$ cat src/rtl/chess_pkg.sv
// chess_pkg
// Shared types and constants for the chess move-generation blocks.
// No ports; imported by the sequencer and its helpers.
package chess_pkg;

    // Signed piece code stored in each board byte; white positive, black negative.
    typedef logic signed [7:0] square_t;

    localparam square_t PIECE_EMPTY = 8'sd0;
    localparam square_t PIECE_PAWN  = 8'sd1;

    // Register map of the pawn move-generator slave port.
    localparam logic [3:0] GEN_REG_START = 4'd0;
    localparam logic [3:0] GEN_REG_SRC   = 4'd1;
    localparam logic [3:0] GEN_REG_DST   = 4'd2;
    localparam logic [3:0] GEN_REG_X     = 4'd3;
    localparam logic [3:0] GEN_REG_Y     = 4'd4;

    // True when the square holds a pawn of the side to move (0 = white, 1 = black).
    function automatic logic is_own_pawn(input square_t value, input logic side);
        return side ? (value == square_t'(-PIECE_PAWN)) : (value == PIECE_PAWN);
    endfunction

endpackage

$ cat src/rtl/pawn_sched_if.sv
// pawn_sched_if
// Avalon-MM style bus bundle used for the CPU slave port, the SDRAM master
// port and the generator master port of pawn_sched.
//   waitrequest   : stall from the slave side
//   address       : register select / byte address (AW bits)
//   read, write   : strobes from the master side
//   readdata      : read data from the slave side
//   writedata     : write data from the master side
//   readdatavalid : pipelined read return from the slave side
interface pawn_sched_if #(parameter int AW = 32);
    logic          waitrequest;
    logic [AW-1:0] address;
    logic          read;
    logic [31:0]   readdata;
    logic          write;
    logic [31:0]   writedata;
    logic          readdatavalid;

    modport master (
        input  waitrequest, readdata, readdatavalid,
        output address, read, write, writedata
    );

    modport slave (
        output waitrequest, readdata, readdatavalid,
        input  address, read, write, writedata
    );
endinterface

$ cat src/rtl/pawn_sched_av_hold_req.sv
// av_hold_req
// Presents one Avalon request (read or write) on a master port and reports
// when the slave has taken it. The request fields are supplied by the owning
// FSM, which only moves on when o_accept is high, so strobe, address and data
// stay stable for the whole stall.
//   i_req, i_is_read         : request present / request is a read
//   i_address, i_writedata   : request fields
//   i_waitrequest            : slave stall
//   o_read, o_write          : strobes to the slave
//   o_address, o_writedata   : fields to the slave (zero when idle)
//   o_accept                 : request completes this cycle
module av_hold_req
    import chess_pkg::*;
(
    input  logic        i_req,
    input  logic        i_is_read,
    input  logic [3:0]  i_address,
    input  logic [31:0] i_writedata,
    input  logic        i_waitrequest,
    output logic        o_read,
    output logic        o_write,
    output logic [3:0]  o_address,
    output logic [31:0] o_writedata,
    output logic        o_accept
);
    assign o_read      = i_req & i_is_read;
    assign o_write     = i_req & ~i_is_read;
    assign o_address   = i_req ? i_address : GEN_REG_START;
    assign o_writedata = o_write ? i_writedata : 32'd0;
    assign o_accept    = i_req & ~i_waitrequest;
endmodule

$ cat src/rtl/pawn_sched.sv
// pawn_sched
// Scans a 64-square board in SDRAM for pawns of the side to move and, for
// each one, programs and runs the pawn move generator, giving every run its
// own SLOT_BYTES output slot starting at the destination base.
//   clk, rst_n : clock, synchronous active-low reset
//   slave      : CPU register port (0 start/blocking count, 1 src, 2 dst,
//                3 side, 4 count)
//   master     : SDRAM read port, square byte in readdata[7:0]
//   gen        : generator register port
module pawn_sched
    import chess_pkg::*;
#(
    parameter int SLOT_BYTES = 256,
    parameter int MAX_SQ     = 64
)(
    input  logic         clk,
    input  logic         rst_n,
    pawn_sched_if.slave  slave,
    pawn_sched_if.master master,
    pawn_sched_if.master gen
);
    localparam logic [3:0] S_IDLE    = 4'd0;
    localparam logic [3:0] S_LATCH   = 4'd1;
    localparam logic [3:0] S_ACK     = 4'd2;
    localparam logic [3:0] S_RD_SQ   = 4'd3;
    localparam logic [3:0] S_WAIT_SQ = 4'd4;
    localparam logic [3:0] S_CHECK   = 4'd5;
    localparam logic [3:0] S_G_SRC   = 4'd6;
    localparam logic [3:0] S_G_DST   = 4'd7;
    localparam logic [3:0] S_G_X     = 4'd8;
    localparam logic [3:0] S_G_Y     = 4'd9;
    localparam logic [3:0] S_G_GO    = 4'd10;
    localparam logic [3:0] S_G_WAIT  = 4'd11;
    localparam logic [3:0] S_NEXT    = 4'd12;
    localparam logic [3:0] S_DONE    = 4'd13;

    localparam logic [5:0] LAST_SQ = 6'(MAX_SQ - 1);

    logic [3:0]  r_state;
    logic [31:0] r_src;
    logic [31:0] r_dst;
    logic [31:0] r_slot_addr;
    logic        r_side;
    logic [5:0]  r_sq;
    logic [7:0]  r_count;
    square_t     r_sq_val;
    logic [3:0]  r_wr_addr;
    logic [31:0] r_wr_data;

    logic        w_gen_req;
    logic        w_gen_is_read;
    logic [3:0]  w_gen_addr;
    logic [31:0] w_gen_data;
    logic        w_gen_accept;
    logic [31:0] w_reg_rdata;

    // Generator request selected by the current dispatch state.
    always_comb begin
        w_gen_req     = 1'b0;
        w_gen_is_read = 1'b0;
        w_gen_addr    = GEN_REG_START;
        w_gen_data    = 32'd0;
        case (r_state)
            S_G_SRC:  begin w_gen_req = 1'b1; w_gen_addr = GEN_REG_SRC; w_gen_data = r_src; end
            S_G_DST:  begin w_gen_req = 1'b1; w_gen_addr = GEN_REG_DST; w_gen_data = r_slot_addr; end
            S_G_X:    begin w_gen_req = 1'b1; w_gen_addr = GEN_REG_X;   w_gen_data = {29'd0, r_sq[2:0]}; end
            S_G_Y:    begin w_gen_req = 1'b1; w_gen_addr = GEN_REG_Y;   w_gen_data = {29'd0, r_sq[5:3]}; end
            S_G_GO:   begin w_gen_req = 1'b1; w_gen_addr = GEN_REG_START; end
            // The generator's start register stalls reads until it has finished.
            S_G_WAIT: begin w_gen_req = 1'b1; w_gen_is_read = 1'b1; w_gen_addr = GEN_REG_START; end
            default:  ;
        endcase
    end

    av_hold_req u_gen_req (
        .i_req         (w_gen_req),
        .i_is_read     (w_gen_is_read),
        .i_address     (w_gen_addr),
        .i_writedata   (w_gen_data),
        .i_waitrequest (gen.waitrequest),
        .o_read        (gen.read),
        .o_write       (gen.write),
        .o_address     (gen.address),
        .o_writedata   (gen.writedata),
        .o_accept      (w_gen_accept)
    );

    assign master.read      = (r_state == S_RD_SQ);
    assign master.address   = master.read ? (r_src + {26'd0, r_sq}) : 32'd0;
    assign master.write     = 1'b0;
    assign master.writedata = 32'd0;

    // Register readback used by non-blocking reads while idle.
    always_comb begin
        case (slave.address)
            4'd1:       w_reg_rdata = r_src;
            4'd2:       w_reg_rdata = r_dst;
            4'd3:       w_reg_rdata = {31'd0, r_side};
            4'd0, 4'd4: w_reg_rdata = {24'd0, r_count};
            default:    w_reg_rdata = 32'd0;
        endcase
    end

    // The CPU is only served while idle, or in DONE for the completion read;
    // anything else stalls until the run ends.
    always_comb begin
        slave.waitrequest = 1'b1;
        slave.readdata    = 32'd0;
        case (r_state)
            S_IDLE: begin
                slave.waitrequest = 1'b0;
                if (slave.read) slave.readdata = w_reg_rdata;
            end
            S_DONE: begin
                if (slave.read && slave.address == 4'd0) begin
                    slave.waitrequest = 1'b0;
                    slave.readdata    = {24'd0, r_count};
                end
            end
            default: ;
        endcase
    end

    assign slave.readdatavalid = 1'b0;

    // Main sequencer: config writes, square scan, and one generator dispatch per pawn.
    always_ff @(posedge clk) begin
        if (!rst_n) begin
            r_state     <= S_IDLE;
            r_src       <= 32'hFFFF_FFFF;
            r_dst       <= 32'hFFFF_FFFF;
            r_slot_addr <= 32'hFFFF_FFFF;
            r_side      <= 1'b0;
            r_sq        <= 6'd0;
            r_count     <= 8'd0;
            r_sq_val    <= PIECE_EMPTY;
            r_wr_addr   <= 4'd0;
            r_wr_data   <= 32'd0;
        end else begin
            case (r_state)
                S_IDLE: begin
                    if (slave.write) begin
                        if (slave.address == 4'd0) begin
                            r_state <= S_ACK;
                        end else if (slave.address <= 4'd3) begin
                            r_wr_addr <= slave.address;
                            r_wr_data <= slave.writedata;
                            r_state   <= S_LATCH;
                        end
                    end
                end
                S_LATCH: begin
                    case (r_wr_addr)
                        4'd1:    r_src  <= r_wr_data;
                        4'd2:    r_dst  <= r_wr_data;
                        4'd3:    r_side <= r_wr_data[0];
                        default: ;
                    endcase
                    r_state <= S_IDLE;
                end
                S_ACK: begin
                    r_sq        <= 6'd0;
                    r_count     <= 8'd0;
                    r_slot_addr <= r_dst;
                    r_state     <= S_RD_SQ;
                end
                S_RD_SQ:   if (!master.waitrequest) r_state <= S_WAIT_SQ;
                S_WAIT_SQ: begin
                    if (master.readdatavalid) begin
                        r_sq_val <= square_t'(master.readdata[7:0]);
                        r_state  <= S_CHECK;
                    end
                end
                S_CHECK:   r_state <= is_own_pawn(r_sq_val, r_side) ? S_G_SRC : S_NEXT;
                S_G_SRC:   if (w_gen_accept) r_state <= S_G_DST;
                S_G_DST:   if (w_gen_accept) r_state <= S_G_X;
                S_G_X:     if (w_gen_accept) r_state <= S_G_Y;
                S_G_Y:     if (w_gen_accept) r_state <= S_G_GO;
                S_G_GO:    if (w_gen_accept) r_state <= S_G_WAIT;
                S_G_WAIT: begin
                    if (w_gen_accept) begin
                        r_count     <= r_count + 8'd1;
                        r_slot_addr <= r_slot_addr + 32'(SLOT_BYTES);
                        r_state     <= S_NEXT;
                    end
                end
                S_NEXT: begin
                    if (r_sq == LAST_SQ) begin
                        r_state <= S_DONE;
                    end else begin
                        r_sq    <= r_sq + 6'd1;
                        r_state <= S_RD_SQ;
                    end
                end
                S_DONE:    if (slave.read && slave.address == 4'd0) r_state <= S_IDLE;
                default:   r_state <= S_IDLE;
            endcase
        end
    end
endmodule

$ cat src/flat_wrapper.sv
// flat-port wrapper written by rule: the top's interface ports become plain ports
module pawn_sched_flat import chess_pkg::*;
#(
    parameter int SLOT_BYTES = 256,
    parameter int MAX_SQ     = 64
)
  (clk, rst_n, slave_waitrequest, slave_readdata, slave_readdatavalid, slave_address, slave_read, slave_write, slave_writedata, master_waitrequest, master_readdata, master_readdatavalid, master_address, master_read, master_write, master_writedata, gen_waitrequest, gen_readdata, gen_readdatavalid, gen_address, gen_read, gen_write, gen_writedata);
  pawn_sched_if #(.AW(4)) slave_i ();
  pawn_sched_if #(.AW(32)) master_i ();
  pawn_sched_if #(.AW(4)) gen_i ();
  input  logic clk;
  input  logic rst_n;
  output wire logic [$bits(slave_i.waitrequest)-1:0] slave_waitrequest;
  output wire logic [$bits(slave_i.readdata)-1:0] slave_readdata;
  output wire logic [$bits(slave_i.readdatavalid)-1:0] slave_readdatavalid;
  input wire logic [$bits(slave_i.address)-1:0] slave_address;
  input wire logic [$bits(slave_i.read)-1:0] slave_read;
  input wire logic [$bits(slave_i.write)-1:0] slave_write;
  input wire logic [$bits(slave_i.writedata)-1:0] slave_writedata;
  input wire logic [$bits(master_i.waitrequest)-1:0] master_waitrequest;
  input wire logic [$bits(master_i.readdata)-1:0] master_readdata;
  input wire logic [$bits(master_i.readdatavalid)-1:0] master_readdatavalid;
  output wire logic [$bits(master_i.address)-1:0] master_address;
  output wire logic [$bits(master_i.read)-1:0] master_read;
  output wire logic [$bits(master_i.write)-1:0] master_write;
  output wire logic [$bits(master_i.writedata)-1:0] master_writedata;
  input wire logic [$bits(gen_i.waitrequest)-1:0] gen_waitrequest;
  input wire logic [$bits(gen_i.readdata)-1:0] gen_readdata;
  input wire logic [$bits(gen_i.readdatavalid)-1:0] gen_readdatavalid;
  output wire logic [$bits(gen_i.address)-1:0] gen_address;
  output wire logic [$bits(gen_i.read)-1:0] gen_read;
  output wire logic [$bits(gen_i.write)-1:0] gen_write;
  output wire logic [$bits(gen_i.writedata)-1:0] gen_writedata;
  assign slave_waitrequest = slave_i.waitrequest;
  assign slave_readdata = slave_i.readdata;
  assign slave_readdatavalid = slave_i.readdatavalid;
  assign slave_i.address = slave_address;
  assign slave_i.read = slave_read;
  assign slave_i.write = slave_write;
  assign slave_i.writedata = slave_writedata;
  assign master_i.waitrequest = master_waitrequest;
  assign master_i.readdata = master_readdata;
  assign master_i.readdatavalid = master_readdatavalid;
  assign master_address = master_i.address;
  assign master_read = master_i.read;
  assign master_write = master_i.write;
  assign master_writedata = master_i.writedata;
  assign gen_i.waitrequest = gen_waitrequest;
  assign gen_i.readdata = gen_readdata;
  assign gen_i.readdatavalid = gen_readdatavalid;
  assign gen_address = gen_i.address;
  assign gen_read = gen_i.read;
  assign gen_write = gen_i.write;
  assign gen_writedata = gen_i.writedata;
  pawn_sched #(.SLOT_BYTES(SLOT_BYTES), .MAX_SQ(MAX_SQ)) u_core (.clk(clk), .rst_n(rst_n), .slave(slave_i), .master(master_i), .gen(gen_i));
endmodule
$ cat config.mk
export PLATFORM = sky130hd
export DESIGN_NAME = pawn_sched_flat
export DESIGN_NICKNAME = d
export VERILOG_FILES = /design/src/rtl/chess_pkg.sv /design/src/rtl/pawn_sched_if.sv /design/src/rtl/pawn_sched_av_hold_req.sv /design/src/rtl/pawn_sched.sv /design/src/flat_wrapper.sv
export SDC_FILE = /design/constraint.sdc
export NUM_CORES = 1
export LEC_CHECK = 0
export ABC_AREA = 1
export CORE_ASPECT_RATIO = 2
export CORE_MARGIN = 2
export CORE_UTILIZATION = 50
export CTS_BUF_LIST = sky130_fd_sc_hd__clkbuf_16
export DETAILED_ROUTE_END_ITERATION = 10
export PLACE_DENSITY = 0.82
export SLEW_MARGIN = 5
export SYNTH_ARGS = -nofsm -noshare
export SYNTH_HDL_FRONTEND = slang
export SYNTH_SLANG_ARGS = --single-unit
$ cat constraint.sdc
create_clock -name clk -period 6.56 [get_ports clk]
set_input_delay 1.64 -clock clk [delete_from_list [all_inputs] [get_ports clk]]
set_output_delay 1.64 -clock clk [all_outputs]
set_load 0.02 [all_outputs]
After elaboration in Yosys (flattened, before gate mapping). Index checks and enable logic that the tools add are counted.

Register bits after elaboration: 159. Output and inout bits: 138. Bits of input ports: 108.

Magnitude comparators: 1. Bitwise operators: 6. Equality and inequality tests: 35. Reductions and logical operators: 15. Multiplexer cells: 35. Add/subtract/negate cells: 4.

Operators with widths (count): $pmux W32 S4 (2); $mux W32 (4); $pmux W32 S2 (2); $mux W4 (15); $pmux W4 S13 (1); $add A32 B6 Y32 (1); $add A32 B9 Y32 const B (1); $eq A4 B2 Y1 const B (6); $eq A4 B4 Y1 const B (6); $eq A4 B3 Y1 const B (5); $ne A2 B2 Y1 const B (10); $mux W8 (2); $pmux W8 S2 (1); $eq A4 B1 Y1 const B (3); $pmux W3 S4 (1); $pmux W6 S2 (1); $reduce_and A2 Y1 (6); $reduce_and A11 Y1 (1); $add A8 B1 Y8 const B (1); $eq A8 B1 Y1 const B (1); $eq A8 B2 Y1 const B (1); $logic_not A4 Y1 (2); $add A6 B1 Y6 const B (1); $eq A6 B6 Y1 const B (1); 13 further kinds (21).

Depth between registers and ports, before layout. Gate-level depths: netlist (run 1).

Depth in word-level cells: 6. Mapped depth: 12. Gate-level depth less buffers: 11.

Modules after synthesis. From an unflattened synthesis (run 1), not the netlist that was laid out.

Cells, all modules: 1558. Area, all modules: 9734.3 µm².

By module, submodules not included: pawn_sched (seq. area each 3183.1 µm², cells an instance 1476, instances 1, area an instance 9328.9 µm²); av_hold_req (seq. area each 0.0 µm², cells an instance 82, instances 1, area an instance 405.4 µm²).

Worst setup path after synthesis (run 1). OpenSTA, ideal clock, no wires.

Path type: input-to-output. Start: input slave_address[2]. End: output slave_readdata[10]. Required time: 4.920 ns. Data arrival time: 2.802 ns. Slack: 2.118 ns. Cell stages on the path: 6. Path buffers: 1. Cells stage by stage: nor2_1 > nor2_1 > nor3_4 > inv_2 > buf_2 > nor2_1.

Word-level cells in the longest chain between the ends: 5. Elaborated cells on any way between the ends: 9. Those cells by class: 4 x eq/ne; 3 x mux; 2 x reduce/logical.

Ends and longest elaborated chain: start, declared (RTL line flat_wrapper.sv:16) `input wire logic [$bits(slave_i.address)-1:0] slave_address;`; $eq A4 B3 Y1 or $logic_not A4 Y1 (tied branches) (RTL line pawn_sched.sv:95) `case (slave.address)`; $reduce_or A2 Y1 (RTL line pawn_sched.sv:95); $pmux W32 S4 (*) (RTL line pawn_sched.sv:95); $mux W32 (*) (RTL line pawn_sched.sv:112) `if (slave.read) slave.readdata = w_reg_rdata;`; $pmux W32 S2 (*) (RTL line pawn_sched.sv:109) `case (r_state)`; end, declared (RTL line flat_wrapper.sv:14) `output wire logic [$bits(slave_i.readdata)-1:0] slave_readdata;`.

Every way passes the cells marked *; elsewhere a longest branch is shown, timed or not.

Final worst setup path (run 1).
Start: input slave_address[0]. End: output slave_readdata[8].

Same word-level chain as after synthesis.

==> results of run 1 <==
## layer usage
metal | part of all wire (%) | global-route usage (%) | vias up
met5 | 0 | 0 | -
met4 | 6.3 | 19.0 | 0
met3 | 6.4 | 4.10 | 106
met2 | 49 | 51.2 | 458
met1 | 38 | 35.2 | 4532
li1 | - | - | 4946
## Yosys cell counts, drive strengths merged
cell type	instances
nand2	365
nor2	208
inv	188
dfxtp	159
o21ai	93
nand3	86
o211ai	82
a21oi	66
buf	66
o22ai	48
clkbuf	34
nor3	24
nand4	15
xor2	11
ha	9
o2111ai	3
a211oi	2
and2	2
or2	2
a31oi	1
conb	1
fa	1
nor3b	1
nor4	1
## power breakdown
group          leakage, nW  internal (mW)  switching, mW
Clock                0.284          0.566          0.435
Sequential            1.29          0.991         0.0240
Combinational         3.99          0.106          0.207
Total                 5.56           1.66          0.666
## worst min-delay path, stage by stage (launching register included)
cell     delay [ns]
dfxtp_1        0.32
nand2_1        0.06
nor2_1         0.04
## final cells by class
class	instances	area, sq um
fill	1722	6960
multi-input combinational	1055	5030
sequential	159	3180
timing repair buffer	159	1570
inverter	188	706
clock buffer	17	425
tap	216	270
clock inverter	15	160
antenna	1	2.50
## stage by stage
stage / util (%) / power (mW) / hold WS, ns / std cells
3_3_place_gp: 58.8 / 1.34 / 0.434 / 1777
5_1_grt: 62.0 / 2.41 / 0.473 / 1810
2_1_floorplan: - / 1.26 / 0.428 / 1502
4_1_cts: 62.0 / 2.33 / 0.449 / 1809
6_report: 62.0 / 2.33 / 0.450 / 1810
3_5_place_dp: 58.8 / 1.34 / 0.441 / 1777
## kinds of logic (layout without fill, tap and decap cells)
family,count (synthesis),in the layout,share of synthesized area [%]
compound gates,295,295,18.8
xor+xnor,11,11,1.03
fa+ha+maj,10,10,1.42
buf+inv,288,379,13.6
flops,159,159,34.0
other cells,1,36,0.0401
simple gates,704,704,31.1
## sequential cells by signal (all words and copies together), names as in the netlist
name	count
u_core.r_wr_data	32
u_core.r_slot_addr	32
u_core.r_sq	6
u_core.r_dst	32
u_core.r_count	8
u_core.r_sq_val	8
u_core.r_side	1
u_core.r_wr_addr	4
u_core.r_src	32
u_core.r_state	4
## worst min-delay path by stage
| stage | end | depth (start not counted) |
|---|---|---|
| 2_1_floorplan | u_core.r_wr_addr[3]$_SDFFE_PN0P_ | 2 |
| 3_3_place_gp | u_core.r_wr_addr[3]$_SDFFE_PN0P_ | 2 |
| 3_5_place_dp | u_core.r_wr_addr[2]$_SDFFE_PN0P_ | 2 |
| 4_1_cts | u_core.r_wr_addr[2]$_SDFFE_PN0P_ | 2 |
| 5_1_grt | u_core.r_wr_addr[2]$_SDFFE_PN0P_ | 2 |
| 6_report | u_core.r_wr_addr[2]$_SDFFE_PN0P_ | 2 |
==> impl_metrics.tcl, run 1 <==
set metrics [dict create \
    outcome "finished, final reports clean" \
    postCtsSetupBuffers 0 \
    grt_pass1_wl_mm 47.2 \
    die-area_sq_um 19900 \
    crit_required_ns 4.92 \
    cp-end-kind "output pin" \
    p_leak_nw 5.56 \
    final_common_cell "nand2_1" \
    clk_latency_ns 0.44 \
    r2r_end "u_core.r_slot_addr[15]$_SDFFE_PN1P_" \
    yosys.area.top_type_share_pct 34.0 \
    yosysSeqAreaShare_pct 34.0 \
    grt_max_degree 72 \
    max_freq_mhz 174 \
    cts_hold_buf 0 \
    worstSetupPathType "input port to output pin" \
    antenna_found_initial 1 \
    wl_mm 29.9 \
    clk_pin_slew_ns 0.06 \
    routedWlPerCell_um 16.5 \
    cp.buffers_inverters 3 \
    vias 10000 \
    grt_pass1_vias 9312 \
    relSlewSlack_pct 29.0 \
    cp.arrival_ns 4.09 \
    netlist_top_cells_area "dfxtp_1, nand2_1, nor2_1" \
    synth_area_sq_um 9360 \
    crit_slowest_cell "clkdlybuf4s50_1" \
    crit_family "buffers and inverters" \
    power_density_nw_per_um2 205 \
    globalplace.congestion 1.00 \
    drv_slew 0 \
    avgSynthCellArea_sq_um 6.37 \
    rows 70 \
    cp.depth 7 \
    critPathMaxStageDelay_ns 0.65 \
    place_hpwl_mm 22.2 \
    cap_violations 0 \
    worst-r2r-cell-count 8 \
    crit_path_start "slave_address[0]" \
    coreArea_sq_um 18300 \
    drtPass1Iterations 5 \
    die_y_um 197 \
    io_buffers 153 \
    pin_count 246 \
    max-vdd-ir-drop_mv 0.155 \
    path_cells "clkdlybuf4s50_1 > nor3_1 > nor2_1 > nor3_4 > inv_2 > nor2_1 > clkdlybuf4s50_1" \
    endpoint "slave_readdata[8]" \
    grt_use_total_pct 30.2 \
    r2r-start "u_core.r_state[1]$_SDFFE_PN0P_" \
    period_share_pct 87.4 \
    worstPathMaxFanout 24 \
    final_cell_mix "nand2_1, nor2_1, inv_1" \
    skew_ns 0.0120 \
    via_per_inst 5.55 \
    clock-root-buffer "clkbuf_16" \
    min_from "u_core.r_wr_addr[2]$_SDFFE_PN0P_" \
    hold_viol_final 0 \
    cts_tree "yes" \
    synth_top_cell_by_area "dfxtp_1" \
    start_util_pct 51.1 \
    ys_ff_latch 159 \
    tightest_slew_ns 1.06 \
    final_layout_size_suffix_gt1_share_pct 3.95 \
    overflow 0 \
    grt_setup_unrepaired "no" \
    synth_cells 1468 \
    fin_tns_setup_ns 0 \
    synth_cell_types 36 \
    area_growth_syn_to_layout_pct 21.3 \
    layout_min_cycle_time_ns 5.73 \
    start_kind "input port" \
    yosys_warnings 0 \
    fin_nets 1698 \
    cts-buffers-inserted 17 \
    ant_nets 0 \
    htree_levels 4 \
    drtIter0Drc 866 \
    dpl_cell_area_sq_um 10800 \
    hold_class "flip-flop to flip-flop" \
    setup_slack_ns 0.829 \
    finalSetupViolations 0 \
    rrSetupSlack_ns 3.75 \
    dieWidth_um 101 \
    dp_slack_ns 0.864 \
    clock_path_buffers 2 \
    drc 0 \
    cts_resized 0 \
    clock-sinks 159 \
    final_area_sq_um 11300 \
]
No activity file was read; power rests on OpenSTA's default activity.
==> run 2, diff against run 1 <==
--- a/config.mk
+++ b/config.mk
@@ -5,13 +5,13 @@
 export SDC_FILE = /design/constraint.sdc
 export NUM_CORES = 1
 export LEC_CHECK = 0
-export ABC_AREA = 1
 export CORE_ASPECT_RATIO = 2
 export CORE_MARGIN = 2
 export CORE_UTILIZATION = 50
 export CTS_BUF_LIST = sky130_fd_sc_hd__clkbuf_16
 export DETAILED_ROUTE_END_ITERATION = 10
-export PLACE_DENSITY = 0.82
+export GPL_TIMING_DRIVEN = 0
+export PLACE_DENSITY = 0.83
 export SLEW_MARGIN = 5
 export SYNTH_ARGS = -nofsm -noshare
 export SYNTH_HDL_FRONTEND = slang
==> run 2 against run 1 <==
Clock power about the same. Clock skew shrank 0.0063 ns. Largest power group unchanged. Wire length grew 7.2%. Largest cell class unchanged. Critical endpoint is now slave_readdata[1]. Critical path type unchanged. Cell count down 10%. Via count down 1.2%. Die area fell by 4.0%. Highest routed layer unchanged.
==> impl_metrics.tcl, run 2 <==
set metrics [dict create \
    cts_tree "yes" \
    synth-edff-count 0 \
    layout_min_cycle_time_ns 6.23 \
    die-area_sq_um 19100 \
    clock_path_buffers 2 \
    globalplace.congestion 0.980 \
    drv_slew 0 \
    fin_tns_setup_ns 0 \
    io_buffers 152 \
    start_kind "input port" \
    critPathMaxStageDelay_ns 0.74 \
    area_growth_syn_to_layout_pct 27.8 \
    dieWidth_um 98.7 \
    cp-end-kind "output pin" \
    synth_fa_ha_area_share_pct 1.48 \
    netlist_top_cells_area "dfxtp_1, nand2_1, nand3_1" \
    ant_nets 0 \
    fin_nets 1516 \
    yosys-top-cells-count "nand2_1, dfxtp_1, nor2_1, nand3_1, a21oi_1" \
    n_antenna_cell 0 \
    ys_ff_latch 159 \
    hold_class "flip-flop to flip-flop" \
    synth_compound_area_share_pct 20.1 \
    outcome "finished, final reports clean" \
    overflow 0 \
    skew_ns 0.00577 \
    synth_area_sq_um 8970 \
    drtIter0Drc 918 \
    r2r_end "u_core.r_slot_addr[16]$_SDFFE_PN1P_" \
    coreArea_sq_um 17700 \
    drtPass1Iterations 7 \
    synth_top_family_by_area "simple AND/OR/NAND/NOR gates" \
    place_hpwl_mm 24.8 \
    cap_violations 0 \
    final_layout_size_suffix_gt1_share_pct 8.87 \
    synth_cells 1193 \
    htree_levels 4 \
    finalSetupViolations 0 \
    drc 0 \
    synth_top_cell_by_area "dfxtp_1" \
    grt_max_degree 17 \
    rrSetupSlack_ns 4.01 \
    grt_setup_unrepaired "no" \
    grt_use_total_pct 32.6 \
    wl_mm 32.1 \
    clock-sinks 159 \
    grt_pass1_vias 9416 \
    start_util_pct 50.7 \
    n_fill_cell 1519 \
    crit_path_start "slave_address[0]" \
    rows 69 \
    final_cell_mix "nand2_1, dfxtp_1, clkdlybuf4s50_1" \
    period_share_pct 95.0 \
    relSlewSlack_pct 44.9 \
    postCtsSetupBuffers 0 \
    avgSynthCellArea_sq_um 7.52 \
    endpoint "slave_readdata[1]" \
    r2r-start "u_core.r_state[3]$_SDFFE_PN0P_" \
    synth_cell_types 79 \
    synth.most_common_cell "nand2_1" \
    yosysSeqAreaShare_pct 35.5 \
    die_y_um 193 \
    clock-root-buffer "clkbuf_16" \
    worstSetupPathType "input port to output pin" \
    yosys.area.top_type_share_pct 35.5 \
    async_flop_share_pct 0 \
    yosys_warnings 0 \
    synth-simple-area-share_pct 30.2 \
    cts-buffers-inserted 17 \
    worst-r2r-cell-count 8 \
    cts_resized 0 \
    synth_flop_cell "dfxtp_1" \
    grt_pass1_wl_mm 49.2 \
    path_cells "clkdlybuf4s50_1 > nor4b_1 > clkbuf_1 > a22oi_1 > o21ai_1 > clkdlybuf4s50_1" \
    pin_count 246 \
    crit_required_ns 4.92 \
    synth_xor_area_share_pct 2.05 \
    p_leak_nw 4.80 \
    dp_slack_ns 0.413 \
    hold_viol_final 0 \
    power_density_nw_per_um2 198 \
    max-vdd-ir-drop_mv 0.231 \
    crit_slowest_cell "nor4b_1" \
    clk_latency_ns 0.43 \
    dp.cells 1592 \
    routedWlPerCell_um 19.8 \
    tightest_slew_ns 0.821 \
    cp.arrival_ns 4.59 \
    cts_hold_buf 0 \
    stdcell_count 1623 \
    final_common_cell "nand2_1" \
    clk_pin_slew_ns 0.06 \
    worstPathMaxFanout 10 \
    synth_mux_area_share_pct 1.93 \
    setup_slack_ns 0.328 \
    vias 9921 \
    crit_path_frequent_cell "clkdlybuf4s50_1" \
    max_freq_mhz 160 \
    antenna_found_initial 0 \
    via_per_inst 6.11 \
]
## run 2: changes by cell type after synthesis, sizes merged, moves of 10 or more
cell    before  now
a22o         0   29
a22oi        0   37
and4         0   10
buf         66   77
clkbuf      34   51
inv        188   18
mux2i        0   15
nand2      365  266
nor2       208  100
o211ai      82   14
o21ai       93   41
o22ai       48    5
or3          0   13
xnor2        0   16
## run 2: per-layer routing
| metal | part of all wire (%) | vias to the layer above | GRT usage, % |
|---|---|---|---|
| met5 | 0 | - | 0 |
| met4 | 9.5 | 0 | 27.5 |
| met3 | 8.0 | 172 | 4.62 |
| met2 | 49 | 649 | 55.5 |
| met1 | 34 | 4545 | 34.6 |
| li1 | - | 4555 | - |
## run 2: logic make-up after synthesis
| logic type | count (synthesis) |
|---|---|
| flip-flops | 159 |
| AO/OA/AOI/OAI | 262 |
| multiplexers | 17 |
| AND/OR/NAND/NOR | 575 |
| buffers and inverters | 148 |
| other | 1 |
| XOR/XNOR | 21 |
| adder cells (fa/ha/maj) | 10 |
## run 2: stage by stage
| stage | total power, mW | utilization (%) | hold slack [ns] | area, sq um |
|---|---|---|---|---|
| 6_report | 2.27 | 64.8 | 0.474 | 11500 |
| 4_1_cts | 2.26 | 64.8 | 0.470 | 11500 |
| 2_1_floorplan | 1.19 | - | 0.441 | 9100 |
| 3_5_place_dp | 1.29 | 61.5 | 0.460 | 10900 |
| 3_3_place_gp | 1.29 | 61.5 | 0.452 | 10900 |
| 5_1_grt | 2.32 | 64.8 | 0.494 | 11500 |
## run 2: worst min-delay path by stage
stage | from | end | slack, ns | depth (start not counted)
after global placement | u_core.r_slot_addr[0]$_SDFFE_PN1P_ | u_core.r_slot_addr[0]$_SDFFE_PN1P_ | 0.45 | 2
after global routing | u_core.r_wr_data[19]$_SDFFE_PN0P_ | u_core.r_wr_data[19]$_SDFFE_PN0P_ | 0.49 | 2
after floorplan | u_core.r_slot_addr[7]$_SDFFE_PN1P_ | u_core.r_slot_addr[7]$_SDFFE_PN1P_ | 0.44 | 2
final | u_core.r_wr_data[6]$_SDFFE_PN0P_ | u_core.r_wr_data[6]$_SDFFE_PN0P_ | 0.47 | 2
after detailed placement | u_core.r_slot_addr[5]$_SDFFE_PN1P_ | u_core.r_slot_addr[5]$_SDFFE_PN1P_ | 0.46 | 2
after CTS | u_core.r_wr_data[6]$_SDFFE_PN0P_ | u_core.r_wr_data[6]$_SDFFE_PN0P_ | 0.47 | 2
## run 2: worst max-delay path, delay by kind of cell
kind | cells | cell delay [ns]
buf+inv | 3 | 1.74
compound gates | 2 | 0.46
simple gates | 1 | 0.74
## run 2: power breakdown
group          leakage (nW)  switching, mW  internal (mW)
clock network         0.270          0.405          0.587
registers              1.29         0.0169          0.982
logic                  3.24          0.170          0.111
total                  4.80          0.592           1.68
## run 2: cell type report
cell class	instances	area (sq um)	area share, %
Multi-Input combinational cell	920	5130	44.8
Inverter	20	75.1	0.655
Clock inverter	14	150	1.31
Buffer	128	706	6.16
Tap cell	213	267	2.33
Sequential cell	159	3180	27.8
Clock buffer	17	425	3.71
Timing Repair Buffer	152	1520	13.3
==> edit: new RTL, config.mk and constraints of run 1 <==
Reset style: asynchronous (`rst_n`), changed in one clocked block. Comments in the files are not updated.
--- a/src/rtl/pawn_sched.sv
+++ b/src/rtl/pawn_sched.sv
@@ -125,5 +125,5 @@
 
     // Main sequencer: config writes, square scan, and one generator dispatch per pawn.
-    always_ff @(posedge clk) begin
+    always_ff @(posedge clk or negedge rst_n) begin
         if (!rst_n) begin
             r_state     <= S_IDLE;
Check against the original RTL: differs if rst_n is asserted again (counterexample within 4 cycles, from zero or initial values and one cycle with rst_n low); with rst_n held inactive, the same outputs for 4 cycles.
==> edit against run 1 <==
- final area increased by 6.3%
- sequential share of layout area is 5.9 points higher
- wire length rose by 5.2%
- clock skew is 0.0043 ns lower
- non-clock buffer count is 5 higher
- area after synthesis up 5.9%
- worst setup slack worse by 0.0079 ns
- count of clock-buffer cells in the layout rose by 1
- sequential cell count stayed put
- die area rose by 5.7%
- critical endpoint is now slave_readdata[1]
- highest routed layer unchanged
Power is not compared: it rests on default switching activity, and its combinational part moved more than twofold at a synthesized area within 25%.
==> edit: results (changes against run 1) <==
layout:
  multi_input_gates: 1002  # -5.0%
  buffers_excl_clock: 164  # +3.1%
  drive_above_1_share: 0.09848  # +0.05894
  antenna_cells: 0  # -1
  multi_input_area_um2: 4609  # -8.3%
  buffer_area_frac: 0.1339  # -0.004819
  n_all_inverters: 227  # +21%
  clk_share: 0.04697  # -0.004621
  nClkBuffers: 18  # +1
  fillers: 1778  # +3.3%
  regArea_um2: 4099  # +29%
  num-nets-final: 1689  # -0.53%
drt:
  wire_per_inst_um: 17.07  # +3.3%
  vias: 10069  # +0.27%
  drtPass1Iterations: 6  # +1
  drt_iter0_markers: 827  # -4.5%
logic_synthesis:
  synth-main-ff-cell: "dfstp_2"
  synth_most_common_cell: "nand2_1"
  yosys_warnings: 0  # unchanged
  ys_async_sr_fraction: 1.000  # +1.000
  synth.area.top_cells: "dfstp_2, dfrtp_1, nand2_1, o21ai_0, inv_1"
  synthTopCellsByCount: "nand2_1, inv_1, o21ai_0, nor2_1, dfstp_2"
  synth_seq_area_share: 0.4138  # +0.07365
worst_setup_path:
  crit_path_max_incr_delay_ns: 0.67  # +0.02 ns
  crit-reg2reg-launch: "u_core.r_state[3]"
  rr_endpoint: "u_core.r_dst[13]"
  crit_fanout: 26  # +8.3%
  reg2reg_depth: 5  # -3
  r2r_slack_ns: 3.86  # +0.11 ns
  cp-endpoint: "slave_readdata[1]"
  crit_start: "slave_address[1]"
  crit_arrival_ns: 4.10  # about the same
sta:
  clock_skew_ns: 0.007736  # -0.004296 ns
  slew-limit-headroom: 0.2219  # -0.06847
grt:
  antenna_found_initial: 0  # -1
  grt_start_max_net_pins: 104  # +44%
  grt_pass1_wl_mm: 49.88  # +5.7%
  grt_pass1_vias: 9628  # +3.4%
  grt_use_total: 0.3007  # -0.001612
placement:
  gp_congestion: 0.9397  # -6.0%
  dp_hpwl_mm: 23.86  # +7.4%
pwr:
  switching_share: 0.4000
  seq_power_share: 0.450
  power.internal_w: 0.002570
clocking:
  post_cts_buffers: 0  # unchanged
  cts_buffer_depth: 2  # unchanged
  root_buffer: "clkbuf_16"
  clock_latency_ns: 0.43
  numCtsBuffers: 17  # unchanged
worst_hold_path:
  whs_endpoint: "u_core.r_slot_addr[31]"
  holdPathStages: 2  # unchanged
  hp-start: "u_core.r_slot_addr[31]"
run_status:
  outcome: "complete, no violations"
-- edit: cell count changes after synthesis, sizes merged, moves of 9 or more --
cell | run 1 | this run
o22ai | 48 | 60
dfxtp | 159 | 0
dfstp | 0 | 96
inv | 188 | 227
nand2 | 365 | 393
buf | 66 | 57
nor2 | 208 | 153
o211ai | 82 | 2
dfrtp | 0 | 63
nor3 | 24 | 10
o21ai | 93 | 190
a21oi | 66 | 29
-- edit: cell families (layout without fill, tap and decap cells) --
kind of cell | after synthesis | in the layout | synth area share
simple gates | 658 | 658 | 0.2706
fa+ha+maj | 10 | 10 | 0.01339
xor+xnor | 5 | 5 | 0.004421
buf+inv | 312 | 423 | 0.1342
other cells | 1 | 35 | 0.0003786
compound gates | 286 | 286 | 0.1541
flops | 159 | 159 | 0.4138
mux | 8 | 8 | 0.009096
-- edit: routing by layer --
| layer | global-route usage | wire, um | up-vias |
|---|---|---|---|
| li1 | - | - | 4801 |
| met1 | 0.3524 | 11570 | 4670 |
| met2 | 0.5317 | 15950 | 506 |
| met3 | 0.03788 | 2288 | 92 |
| met4 | 0.1655 | 1659 | 0 |
| met5 | 0 | 0 | - |
-- edit: per-stage QoR --
stage / instances / util / hold WS [ns] / setup WS (ns) / cell area, um2
finish: 1843 / 0.6230 / 0.4779 / 0.8214 / 12070
global placement: 1811 / 0.5937 / 0.4663 / 0.9232 / 11500
CTS: 1843 / 0.6230 / 0.4806 / 0.8878 / 12070
detailed placement: 1811 / 0.5937 / 0.4689 / 0.8861 / 11500
global route: 1843 / 0.6230 / 0.4916 / 0.6865 / 12070
floorplan: 1473 / - / 0.4546 / 2.092 / 10030
